File: src/rtl/bc.sv
// Control FSM for the polynomial datapath bo: sequences x load and the four
// Horner steps (s=a*x; s+=b; s*=x; s+=c) behind a start/busy/done handshake.
module bc #(
  parameter logic H_MUL = 1'b1
) (
  input  logic       clock,
  input  logic       reset,
  input  logic       inicio,
  output logic       LX,
  output logic [1:0] M0,
  output logic [1:0] M1,
  output logic [1:0] M2,
  output logic       H,
  output logic       LS,
  output logic       LH,
  output logic       ocupado,
  output logic       pronto
);

  localparam int unsigned SW = 3;

  typedef enum logic [SW-1:0] {
    IDLE   = 3'd0,
    LOAD_X = 3'd1,
    MUL_AX = 3'd2,
    ADD_B  = 3'd3,
    MUL_X  = 3'd4,
    ADD_C  = 3'd5,
    DONE   = 3'd6
  } state_t;

  // Plain vector so the unused code 7 remains representable and recoverable.
  logic [SW-1:0] state_q;
  state_t        state_d;

  logic       lx_d, h_d, ls_d, lh_d, ocupado_d, pronto_d;
  logic [1:0] m0_d, m1_d, m2_d;

  // Next state, plus the control word of the state being entered so the
  // output registers present the Moore decode of the state register.
  always_comb begin
    state_d   = IDLE;
    lx_d      = 1'b0;
    m0_d      = 2'd0;
    m1_d      = 2'd0;
    m2_d      = 2'd0;
    h_d       = ~H_MUL;
    ls_d      = 1'b0;
    lh_d      = 1'b0;
    ocupado_d = 1'b0;
    pronto_d  = 1'b0;

    case (state_q)
      IDLE:    state_d = inicio ? LOAD_X : IDLE;
      LOAD_X:  state_d = MUL_AX;
      MUL_AX:  state_d = ADD_B;
      ADD_B:   state_d = MUL_X;
      MUL_X:   state_d = ADD_C;
      ADD_C:   state_d = DONE;
      DONE:    state_d = IDLE;
      default: state_d = IDLE;
    endcase

    case (state_d)
      LOAD_X: lx_d = 1'b1;
      MUL_AX: begin
        h_d  = H_MUL;
        ls_d = 1'b1;
      end
      ADD_B: begin
        m0_d = 2'd2;
        m1_d = 2'd2;
        m2_d = 2'd1;
        ls_d = 1'b1;
      end
      MUL_X: begin
        m1_d = 2'd2;
        h_d  = H_MUL;
        ls_d = 1'b1;
      end
      ADD_C: begin
        m0_d = 2'd3;
        m1_d = 2'd2;
        m2_d = 2'd1;
        ls_d = 1'b1;
      end
      DONE:    pronto_d = 1'b1;
      default: ;
    endcase

    ocupado_d = (state_d != IDLE);
  end

  // State and control-word registers; reset forces the idle word.
  always_ff @(posedge clock) begin
    if (reset) begin
      state_q <= IDLE;
      LX      <= 1'b0;
      M0      <= 2'd0;
      M1      <= 2'd0;
      M2      <= 2'd0;
      H       <= ~H_MUL;
      LS      <= 1'b0;
      LH      <= 1'b0;
      ocupado <= 1'b0;
      pronto  <= 1'b0;
    end else begin
      state_q <= state_d;
      LX      <= lx_d;
      M0      <= m0_d;
      M1      <= m1_d;
      M2      <= m2_d;
      H       <= h_d;
      LS      <= ls_d;
      LH      <= lh_d;
      ocupado <= ocupado_d;
      pronto  <= pronto_d;
    end
  end

endmodule
File: config.mk
export PLATFORM = sky130hd
export DESIGN_NAME = bc
export DESIGN_NICKNAME = d
export VERILOG_FILES = /design/src/rtl/bc.sv
export SDC_FILE = /design/constraint.sdc
export NUM_CORES = 1
export LEC_CHECK = 0
export ABC_AREA = 1
export BUFFER_PORTS_ARGS = -buffer_cell sky130_fd_sc_hd__buf_2
export CELL_PAD_IN_SITES_DETAIL_PLACEMENT = 1
export CELL_PAD_IN_SITES_GLOBAL_PLACEMENT = 1
export CORE_MARGIN = 10
export CORE_UTILIZATION = 32
export DETAILED_ROUTE_END_ITERATION = 8
export GPL_TIMING_DRIVEN = 0
export PLACE_DENSITY_LB_ADDON = 0.2
export SETUP_SLACK_MARGIN = 0.1
export SLEW_MARGIN = 40
export SYNTH_ARGS = -nofsm -noshare
export SYNTH_HDL_FRONTEND = slang
export SYNTH_SLANG_ARGS = --single-unit
File: constraint.sdc
create_clock -name clock -period 1.3 [get_ports clock]
set_clock_uncertainty 0.1 [all_clocks]
set_input_delay 0.195 -clock clock [delete_from_list [all_inputs] [get_ports clock]]
set_output_delay 0.195 -clock clock [all_outputs]
set_load 0.03 [all_outputs]
* Word-level counts from Yosys, hierarchy flattened
Index checks and enable logic that the tools add are counted.
** Word-level totals
- Register bits :: 14
- Word-level logic and storage cells :: 35
- Output and inout bits :: 12
- Bits of input ports :: 3
** Operators by class
- Reductions and logical operators :: 6
- Equality and inequality tests :: 11
- Multiplexer cells :: 9
** Operators by type and width (count)
- $pmux 3 s6 :: 1
- $eq 3x3->1 const B :: 5
- $eq 3x2->1 const B :: 4
- $eq 3x1->1 const B :: 2
- $mux 1 :: 6
- $pmux 2 s2 :: 1
- $reduce_or 2->1 :: 2
- $reduce_or 4->1 :: 1
- $logic_not 3->1 :: 1
- $reduce_bool 3->1 :: 1
- $reduce_or 3->1 :: 1
- $mux 2 :: 1

* Depth between registers and ports, before layout
Gate-level depths: netlist (run 1).
- Word-level depth :: 5
- Depth in mapped cells :: 5
- Gate-level depth less buffers :: 5

* Least setup slack after synthesis (run 1)
OpenSTA, ideal clock, no wires.
- Kind :: register -> output
- Start :: reg M2[0]
- End :: out M2[0]
- Setup slack :: 0.305 ns
- Path buffers :: 1
- Cell stages (with the launch flop) :: 2
- Data arrival time :: 0.700 ns
- Cells stage by stage :: dfxtp_1 > buf_4
** RTL lines
- from (decl) :: RTL line 12 : output logic [1:0] M2,
- from (signal assigned) :: RTL line 112 : M2 <= m2_d;
No word-level cell between the ends.

* Worst setup path in the final report (run 1)
- Start :: reg M2[0]
- End :: out M2[0]
No word-level cell between the ends.

==> results.py, run 1 <==
metrics = {
    "clock_tree": {
        "cts_sinks": 11,
        "htreeDepth": 1,
        "clockRootBuffer": "clkbuf_4",
        "clk_pin_slew_worst_paths_ps": 70,
        "cts_inserted_buffers": 3,
        "cts-hold-fix-buffers": 0,
        "cts_tree": "done",
        "clk_latency_ps": 270,
        "cts_buffer_depth": 2,
    },
    "cells_and_area": {
        "num-fill-cells": 164,
        "final_area_um2": 541.8,
        "nNetsFinal": 69,
        "drive_gt1_frac": 0.5385,
        "final_cell_mix": "dfxtp_1, buf_2, inv_2, nand2_2, inv_1",
        "final-seq-area_um2": 221.5,
        "area_growth_pct": 25.87,
        "final_util": 0.4216,
        "stdcell_count": 80,
        "diodes": 0,
        "multi_input_area_um2": 150.1,
    },
    "run": {
        "maxCapViolCount": 0,
    },
    "sta": {
        "period_share": 0.9046,
        "setup_violations": 0,
        "fmax_ghz": 0.8503,
        "drv_slew": 0,
        "hold_viol_final": 0,
        "tns_ps": 0,
        "grt_setup_unrepaired": "false",
        "fin_crit_ps": 1176,
    },
    "placement": {
        "placed_cell_area_um2": 511.7,
        "dp_hpwl_um": 685.8,
        "dpl.cell_count": 76,
        "place_congestion": 0.7379,
        "io_buffer_count": 11,
    },
    "critical_path": {
        "worstPathRequired_ps": 1000,
        "path_max_fanout": 2,
        "worst_setup_path_end_kind": "output port",
        "path_cells": "buf_4, clkbuf_4",
        "critPathArrivalTime_ps": 880,
        "crit_type": "reg -> out",
        "cp-start-kind": "flop",
        "slowest_delay_ps": 320,
        "crit_slowest_cell": "dfxtp_2",
    },
    "floorplan": {
        "design.die.area_mm2": 0.003212,
        "std_cell_rows": 13,
        "die_h_um": 56.68,
        "initial_core_util": 0.3350,
        "coreArea_mm2": 0.001285,
        "die_x_um": 56.68,
        "io_pins": 15,
    },
    "global_routing": {
        "grt_use_total": 0.05840,
        "grt_antenna_before_repair": 0,
        "gr-total-overflow": 0,
        "grt_max_degree": 7,
        "grt_pass1_vias": 333,
        "grt_pass1_wl_um": 1449,
    },
    "pwr": {
        "power_uw": 928.4,
        "powerDensity_mw_per_mm2": 1714,
        "ir_drop_mv": 0.5156,
        "leakage_nw": 0.3136,
    },
    "hold_path": {
        "min_path_type": "in -> reg",
    },
    "routing": {
        "first_iter_violations": 3,
        "routed_wl_um": 878,
        "wl_per_cell_um": 10.98,
        "remaining_drc_errors": 0,
        "vias_per_cell": 4.113,
        "drtAntennaViolNets": 0,
        "vias": 329,
        "firstDrtPassIters": 2,
    },
    "synth": {
        "synth_mux_area_frac": 0,
        "synth_fa_ha_area_frac": 0,
        "synth_compound_area_frac": 0.01163,
        "ys_types": 14,
        "synth_top_family_by_area": "simple AND/OR/NAND/NOR gates",
        "synth_simple_gate_area_frac": 0.3110,
        "yosysTopAreaCellShare": 0.5116,
        "synth_seq_cells": 11,
        "syn_avg_cell_area_um2": 8.967,
        "ys_top_cells_by_area": "dfxtp_1, nand2_2, buf_4",
        "ys_seq_area_frac": 0.5116,
        "synth_area_leader_cell": "dfxtp_1",
        "ys_warn_count": 0,
        "netlist_instances": 48,
        "synthXorXnorAreaFrac": 0,
        "syn_area_um2": 430.4,
    },
    "run_status": {
        "status": "completed",
    },
}
-- critical path, delay by kind of cell, from the launching register on --
| kind | cells | cell delay (ps) |
|---|---|---|
| buf+inv | 2 | 290 |
| flops | 1 | 320 |
-- final timing paths --
| path | endpoint | slack (ps) | cells after the start | startpoint |
|---|---|---|---|---|
| max | M2[0] | 120 | 2 | M2[0] |
| min | M1[1] | 20 | 2 | reset |
| max reg2reg | ocupado | 300 | 5 | state_q[2] |
| min reg2reg | pronto | 420 | 2 | state_q[0] |
-- repair_timing --
item / 4_1_cts / 5_1_grt
buffers inserted: 0 / 0
hold endpoints to repair: 0 / 0
resized for setup: 0 / 2
setup endpoints to repair: 0 / 1
-- cells by family after synthesis --
group                  count (synthesis)
AO/OA/AOI/OAI                          1
buffers and inverters                 14
flip-flops                            11
other                                  1
AND/OR/NAND/NOR                       21
-- layout make-up --
| class | count | share of cell area |
|---|---|---|
| multi-input combinational | 25 | 0.2771 |
| clock buffer | 4 | 0.04850 |
| buffer | 4 | 0.05543 |
| tap | 15 | 0.03464 |
| timing repair buffer | 11 | 0.1062 |
| sequential | 11 | 0.4088 |
| inverter | 10 | 0.06928 |
-- sequential cells by signal, summed over array words and instances (netlist names) --
name / count
state_q: 3
H: 1
LS: 1
LX: 1
M0: 1
M1: 1
M2: 1
ocupado: 1
pronto: 1
-- routing by layer --
metal	track usage	wire (µm)	part of all wire
met5	0	0	0
met4	0.04124	27	0.031
met3	0.04045	96	0.11
met2	0.09404	429	0.49
met1	0.05025	324	0.37
-- where the power goes --
group          leakage, nW  internal, mW  total, mW  switching, mW
combinational        0.208        0.0841      0.273          0.189
sequential          0.0906         0.390      0.417         0.0268
clock               0.0150         0.119      0.239          0.120
-- synthesized netlist by cell type (all sizes together) --
master / n
conb: 1
nand2: 11
o21ai: 1
inv: 10
dfxtp: 11
nand3: 4
buf: 4
nor2: 6
-- per-stage QoR --
stage	hold WS (ps)	setup WS [ps]
CTS	16.96	115.7
finish	19.18	124.0
floorplan	191.9	305.4
global route	13.94	96.15
detailed placement	308.1	296.6
global placement	306.8	301.3
(Power assumes the default switching activity.)
==> run 2, diff against run 1 <==
Settings changed: RECOVER_POWER set to 100.
==> results.py, run 2 (synthesis gave the netlist of run 1 again) <==
metrics = {
    "sta": {
        "period_share": 0.9119,
        "drv_slew": 0,
        "tns_ps": 0,
        "setup_violations": 0,
        "fmax_ghz": 0.8436,
        "grt_setup_unrepaired": "false",
        "fin_crit_ps": 1185,
        "hold_viol_final": 0,
    },
    "pwr": {
        "p_sw_uw": 325.5,
        "power.internal_uw": 577.4,
        "leakage_nw": 0.2805,
        "p_seq_frac": 0.460,
        "pwr-share-clk": 0.263,
        "combPwrFrac": 0.278,
        "switching_share": 0.3605,
        "ir_drop_mv": 0.5039,
        "powerDensity_mw_per_mm2": 1756,
    },
    "cells_and_area": {
        "area_growth_pct": 19.48,
        "largest_reg_flops": 3,
        "final_cell_mix": "dfxtp_1, nand2_1, inv_1, clkbuf_1",
        "num-fill-cells": 166,
        "drive_gt1_frac": 0.3538,
        "final_common_cell": "dfxtp_1",
        "final_util": 0.4002,
        "final_area_um2": 514.2,
        "diodes": 0,
        "nNetsFinal": 69,
        "regMostFlops": "state_q",
    },
    "global_routing": {
        "gr-total-overflow": 0,
        "grt_use_total": 0.05840,
        "grt_pass1_wl_um": 1449,
        "grt_max_degree": 7,
        "grt_pass1_vias": 333,
        "grt_antenna_before_repair": 0,
    },
    "routing": {
        "wl_per_cell_um": 10.98,
        "drtAntennaViolNets": 0,
        "vias_per_cell": 4.088,
        "firstDrtPassIters": 4,
        "first_iter_violations": 5,
        "vias": 327,
        "remaining_drc_errors": 0,
        "routed_wl_um": 878,
    },
    "clock_tree": {
        "cts_sinks": 11,
        "cts_tree": "done",
        "post_cts_buffers": 0,
        "cts_inserted_buffers": 3,
        "clk_pin_slew_worst_paths_ps": 70,
        "clockRootBuffer": "clkbuf_4",
        "htreeDepth": 1,
        "cts_buffer_depth": 2,
        "cts-hold-fix-buffers": 0,
        "clk_latency_ps": 270,
    },
    "critical_path": {
        "reg2reg_from": "state_q[1]",
        "crit_type": "reg -> out",
        "crit_start": "M0[0]",
        "worstPathRequired_ps": 1000,
        "rrSetupSlack_ps": 140,
        "slowest_delay_ps": 310,
        "worst_setup_path_end_kind": "output port",
        "critPathArrivalTime_ps": 890,
        "path_max_fanout": 1,
        "cp-start-kind": "flop",
        "reg2regPathDepth": 5,
        "critPathBufInv": 1,
        "reg2reg_to": "ocupado",
        "path_cells": "clkbuf_1",
        "crit_family": "flip-flops",
        "crit_slowest_cell": "dfxtp_1",
    },
    "floorplan": {
        "die_h_um": 56.68,
        "die_x_um": 56.68,
        "design.die.area_mm2": 0.003212,
        "std_cell_rows": 13,
        "coreArea_mm2": 0.001285,
        "initial_core_util": 0.3350,
        "io_pins": 15,
    },
    "run_status": {
        "status": "completed",
    },
    "placement": {
        "place_congestion": 0.7379,
        "io_buffer_count": 11,
        "placed_cell_area_um2": 511.7,
        "dp_hpwl_um": 685.8,
    },
    "hold_path": {
        "holdPathStages": 2,
        "hp-start": "reset",
        "min_path_type": "in -> reg",
        "holdPathEnd": "M1[1]",
    },
    "run": {
        "maxCapViolCount": 0,
    },
}
==> run 2: how the worst max path moves through the flow <==
stage	endpoint	slack, ps	depth (start not counted)
floorplan	M2[0]	310	1
global placement	ocupado	300	5
detailed placement	ocupado	300	5
CTS	M2[0]	120	2
global route	ocupado	60	5
finish	M0[0]	110	1
==> run 2: layout make-up <==
type | instances | area [µm²] | share of cell area
buffer | 4 | 30.03 | 0.05839
timing repair buffer | 11 | 47.55 | 0.09246
tap | 15 | 18.77 | 0.03650
sequential | 11 | 221.5 | 0.4307
inverter | 10 | 37.54 | 0.07299
multi-input combinational | 25 | 132.6 | 0.2579
clock buffer | 4 | 26.28 | 0.05109
==> run 2: repair_timing <==
action | CTS | global route
endpoints found under the hold margin | 0 | 0
endpoints found under the setup margin | 0 | 1
resized for setup | 0 | 2
==> run 2: routing by layer <==
metal	up-vias	share of wire	wire [µm]	track usage
met5	-	0	0	0
met4	0	0.031	27	0.04124
met3	2	0.12	104	0.04045
met2	10	0.48	419	0.09404
met1	148	0.37	326	0.05025
li1	167	-	-	-
==> run 2: power by group through the flow <==
| stage | combinational [mW] | clock (mW) | sequential, mW |
|---|---|---|---|
| 2_1_floorplan | 0.137 | 0 | 0.496 |
| 3_3_place_gp | 0.272 | 0 | 0.422 |
| 3_5_place_dp | 0.273 | 0 | 0.423 |
| 4_1_cts | 0.274 | 0.244 | 0.416 |
| 5_1_grt | 0.272 | 0.262 | 0.424 |
| 6_report | 0.251 | 0.237 | 0.415 |
==> run 2: stage by stage <==
stage                     std cells  setup slack [ps]  hold WS [ps]  total power [mW]
after CTS                        80             115.7         16.96            0.9340
final                            80             114.6         19.56            0.9029
after global placement           76             301.3         306.8            0.6931
after detailed placement         76             296.6         308.1            0.6967
after floorplan                  50             305.4         191.9            0.6326
after global routing             80             58.43         13.97            0.9585
==> run 3, diff against run 2 <==
==> constraint.sdc (replaced) <==
create_clock -name clock -period 1.3 [get_ports clock]
set_clock_uncertainty 0.1 [all_clocks]
set_input_delay 0.065 -clock clock [delete_from_list [all_inputs] [get_ports clock]]
set_output_delay 0.065 -clock clock [all_outputs]
set_load 0.03 [all_outputs]
==> results.py, run 3 (synthesis gave the netlist of run 1 again) <==
metrics = {
    "placement": {
        "place_congestion": 0.7379,
        "io_buffer_count": 11,
        "dp_hpwl_um": 685.8,
    },
    "cells_and_area": {
        "diodes": 0,
        "multi_input_area_um2": 147.6,
        "final_cell_mix": "dfxtp_1, clkbuf_1, inv_1",
        "final_util": 0.4167,
        "nNetsFinal": 70,
        "final-seq-area_um2": 220.2,
        "largest_reg_flops": 3,
        "final_common_cell": "dfxtp_1",
        "area_growth_pct": 24.42,
        "regMostFlops": "state_q",
        "num-fill-cells": 166,
        "drive_gt1_frac": 0.3333,
    },
    "sta": {
        "fin_crit_ps": 1092,
        "tns_ps": 0,
        "period_share": 0.8398,
        "setup_violations": 0,
        "hold_viol_final": 0,
        "grt_setup_unrepaired": "false",
        "fmax_ghz": 0.9160,
        "drv_slew": 0,
    },
    "global_routing": {
        "grt_antenna_before_repair": 0,
        "grt_max_degree": 7,
        "grt_use_total": 0.05885,
        "grt_pass1_vias": 337,
        "gr-total-overflow": 0,
        "grt_pass1_wl_um": 1469,
    },
    "hold_path": {
        "min_path_type": "in -> reg",
        "hp-start": "inicio",
        "holdPathStages": 5,
        "holdPathEnd": "state_q[0]",
    },
    "critical_path": {
        "cp-start-kind": "input port",
        "path_max_fanout": 4,
        "worst_setup_path_end_kind": "flop",
        "reg2reg_to": "ocupado",
        "slowest_delay_ps": 520,
        "critPathArrivalTime_ps": 1210,
        "crit_slowest_cell": "dlygate4sd3_1",
        "rrSetupSlack_ps": 270,
        "worstPathRequired_ps": 1420,
        "reg2reg_from": "state_q[1]",
        "path_cells": "dlygate4sd3_1, buf_2, inv_1, nand2_1, nor2_1, nor2_2, nand3_1",
        "reg2regPathDepth": 5,
        "crit_type": "in -> reg",
    },
    "floorplan": {
        "design.die.area_mm2": 0.003212,
        "io_pins": 15,
        "std_cell_rows": 13,
        "initial_core_util": 0.3350,
        "die_x_um": 56.68,
        "coreArea_mm2": 0.001285,
        "die_h_um": 56.68,
    },
    "clock_tree": {
        "cts_tree": "done",
        "htreeDepth": 1,
        "cts_sinks": 11,
        "clk_latency_ps": 270,
        "clockRootBuffer": "clkbuf_4",
        "cts_inserted_buffers": 3,
        "cts_buffer_depth": 2,
        "cts_resized": 0,
        "clk_pin_slew_worst_paths_ps": 70,
    },
    "routing": {
        "routed_wl_um": 819,
        "wl_per_cell_um": 10.11,
        "first_iter_violations": 3,
        "firstDrtPassIters": 2,
        "drtAntennaViolNets": 0,
        "vias": 330,
        "remaining_drc_errors": 0,
        "vias_per_cell": 4.074,
    },
    "pwr": {
        "ir_drop_mv": 0.5137,
        "powerDensity_mw_per_mm2": 1693,
        "leakage_nw": 0.2856,
    },
    "run_status": {
        "status": "completed",
    },
    "run": {
        "maxCapViolCount": 0,
    },
}
-- run 3: changes by cell type in the layout (fill, tap and decap cells not counted) --
cell,delta
clkbuf_2,-3
clkbuf_1,+2
nand2_1,-2
nand2_4,+2
buf_2,+1
clkinv_1,-1
dfxtp_1,+1
dfxtp_2,-1
dlygate4sd3_1,+1
inv_1,+1
-- run 3: layout make-up --
cell class	count	share of cell area
clock buffer	4	0.04907
multi-input combinational	25	0.2757
sequential	11	0.4112
timing repair buffer	12	0.1028
buffer	4	0.05607
tap	15	0.03505
inverter	10	0.07009
-- run 3: stage by stage --
step / setup slack [ps] / cell area (µm²) / std cells / hold slack (ps) / total power [mW]
3_3_place_gp: 301.3 / 511.7 / 76 / 176.8 / 0.6931
4_1_cts: 245.7 / 548.0 / 81 / 39.49 / 0.9363
3_5_place_dp: 296.6 / 511.7 / 76 / 178.1 / 0.6967
6_report: 208.3 / 535.5 / 81 / 68.13 / 0.9066
2_1_floorplan: 395.8 / 437.9 / 50 / 61.92 / 0.6326
5_1_grt: 127.2 / 535.5 / 81 / 109.0 / 0.9680
-- run 3: worst max-delay path by stage --
stage	startpoint	end	slack (ps)	cells past startpoint
after global placement	state_q[1]	ocupado	300	5
after floorplan	state_q[1]	ocupado	400	5
after global routing	reset	LS	130	7
after detailed placement	state_q[1]	ocupado	300	5
after CTS	M2[0]	M2[0]	250	2
final	reset	ocupado	210	7
-- run 3: worst max-delay path, delay by kind of cell --
| family | cells | cell delay [ps] |
|---|---|---|
| buffers and inverters | 3 | 790 |
| AND/OR/NAND/NOR | 4 | 340 |
-- run 3: repair_timing --
| action | in CTS | in global routing |
|---|---|---|
| hold endpoints to repair | 2 | 0 |
| hold buffers | 1 | 0 |
| buffers inserted | 0 | 0 |
-- run 3: metal layers --
layer / part of all wire / vias to the layer above / GRT usage
li1: - / 167 / -
met3: 0.13 / 2 / 0.04045
met1: 0.36 / 151 / 0.05151
met4: 0.033 / 0 / 0.04124
met2: 0.48 / 10 / 0.09404
met5: 0 / - / 0
-- run 3: report_power, final --
group	total, mW	switching [mW]	internal (mW)
Combinational	0.257	0.184	0.0723
Sequential	0.416	0.0264	0.389
Clock	0.234	0.116	0.119
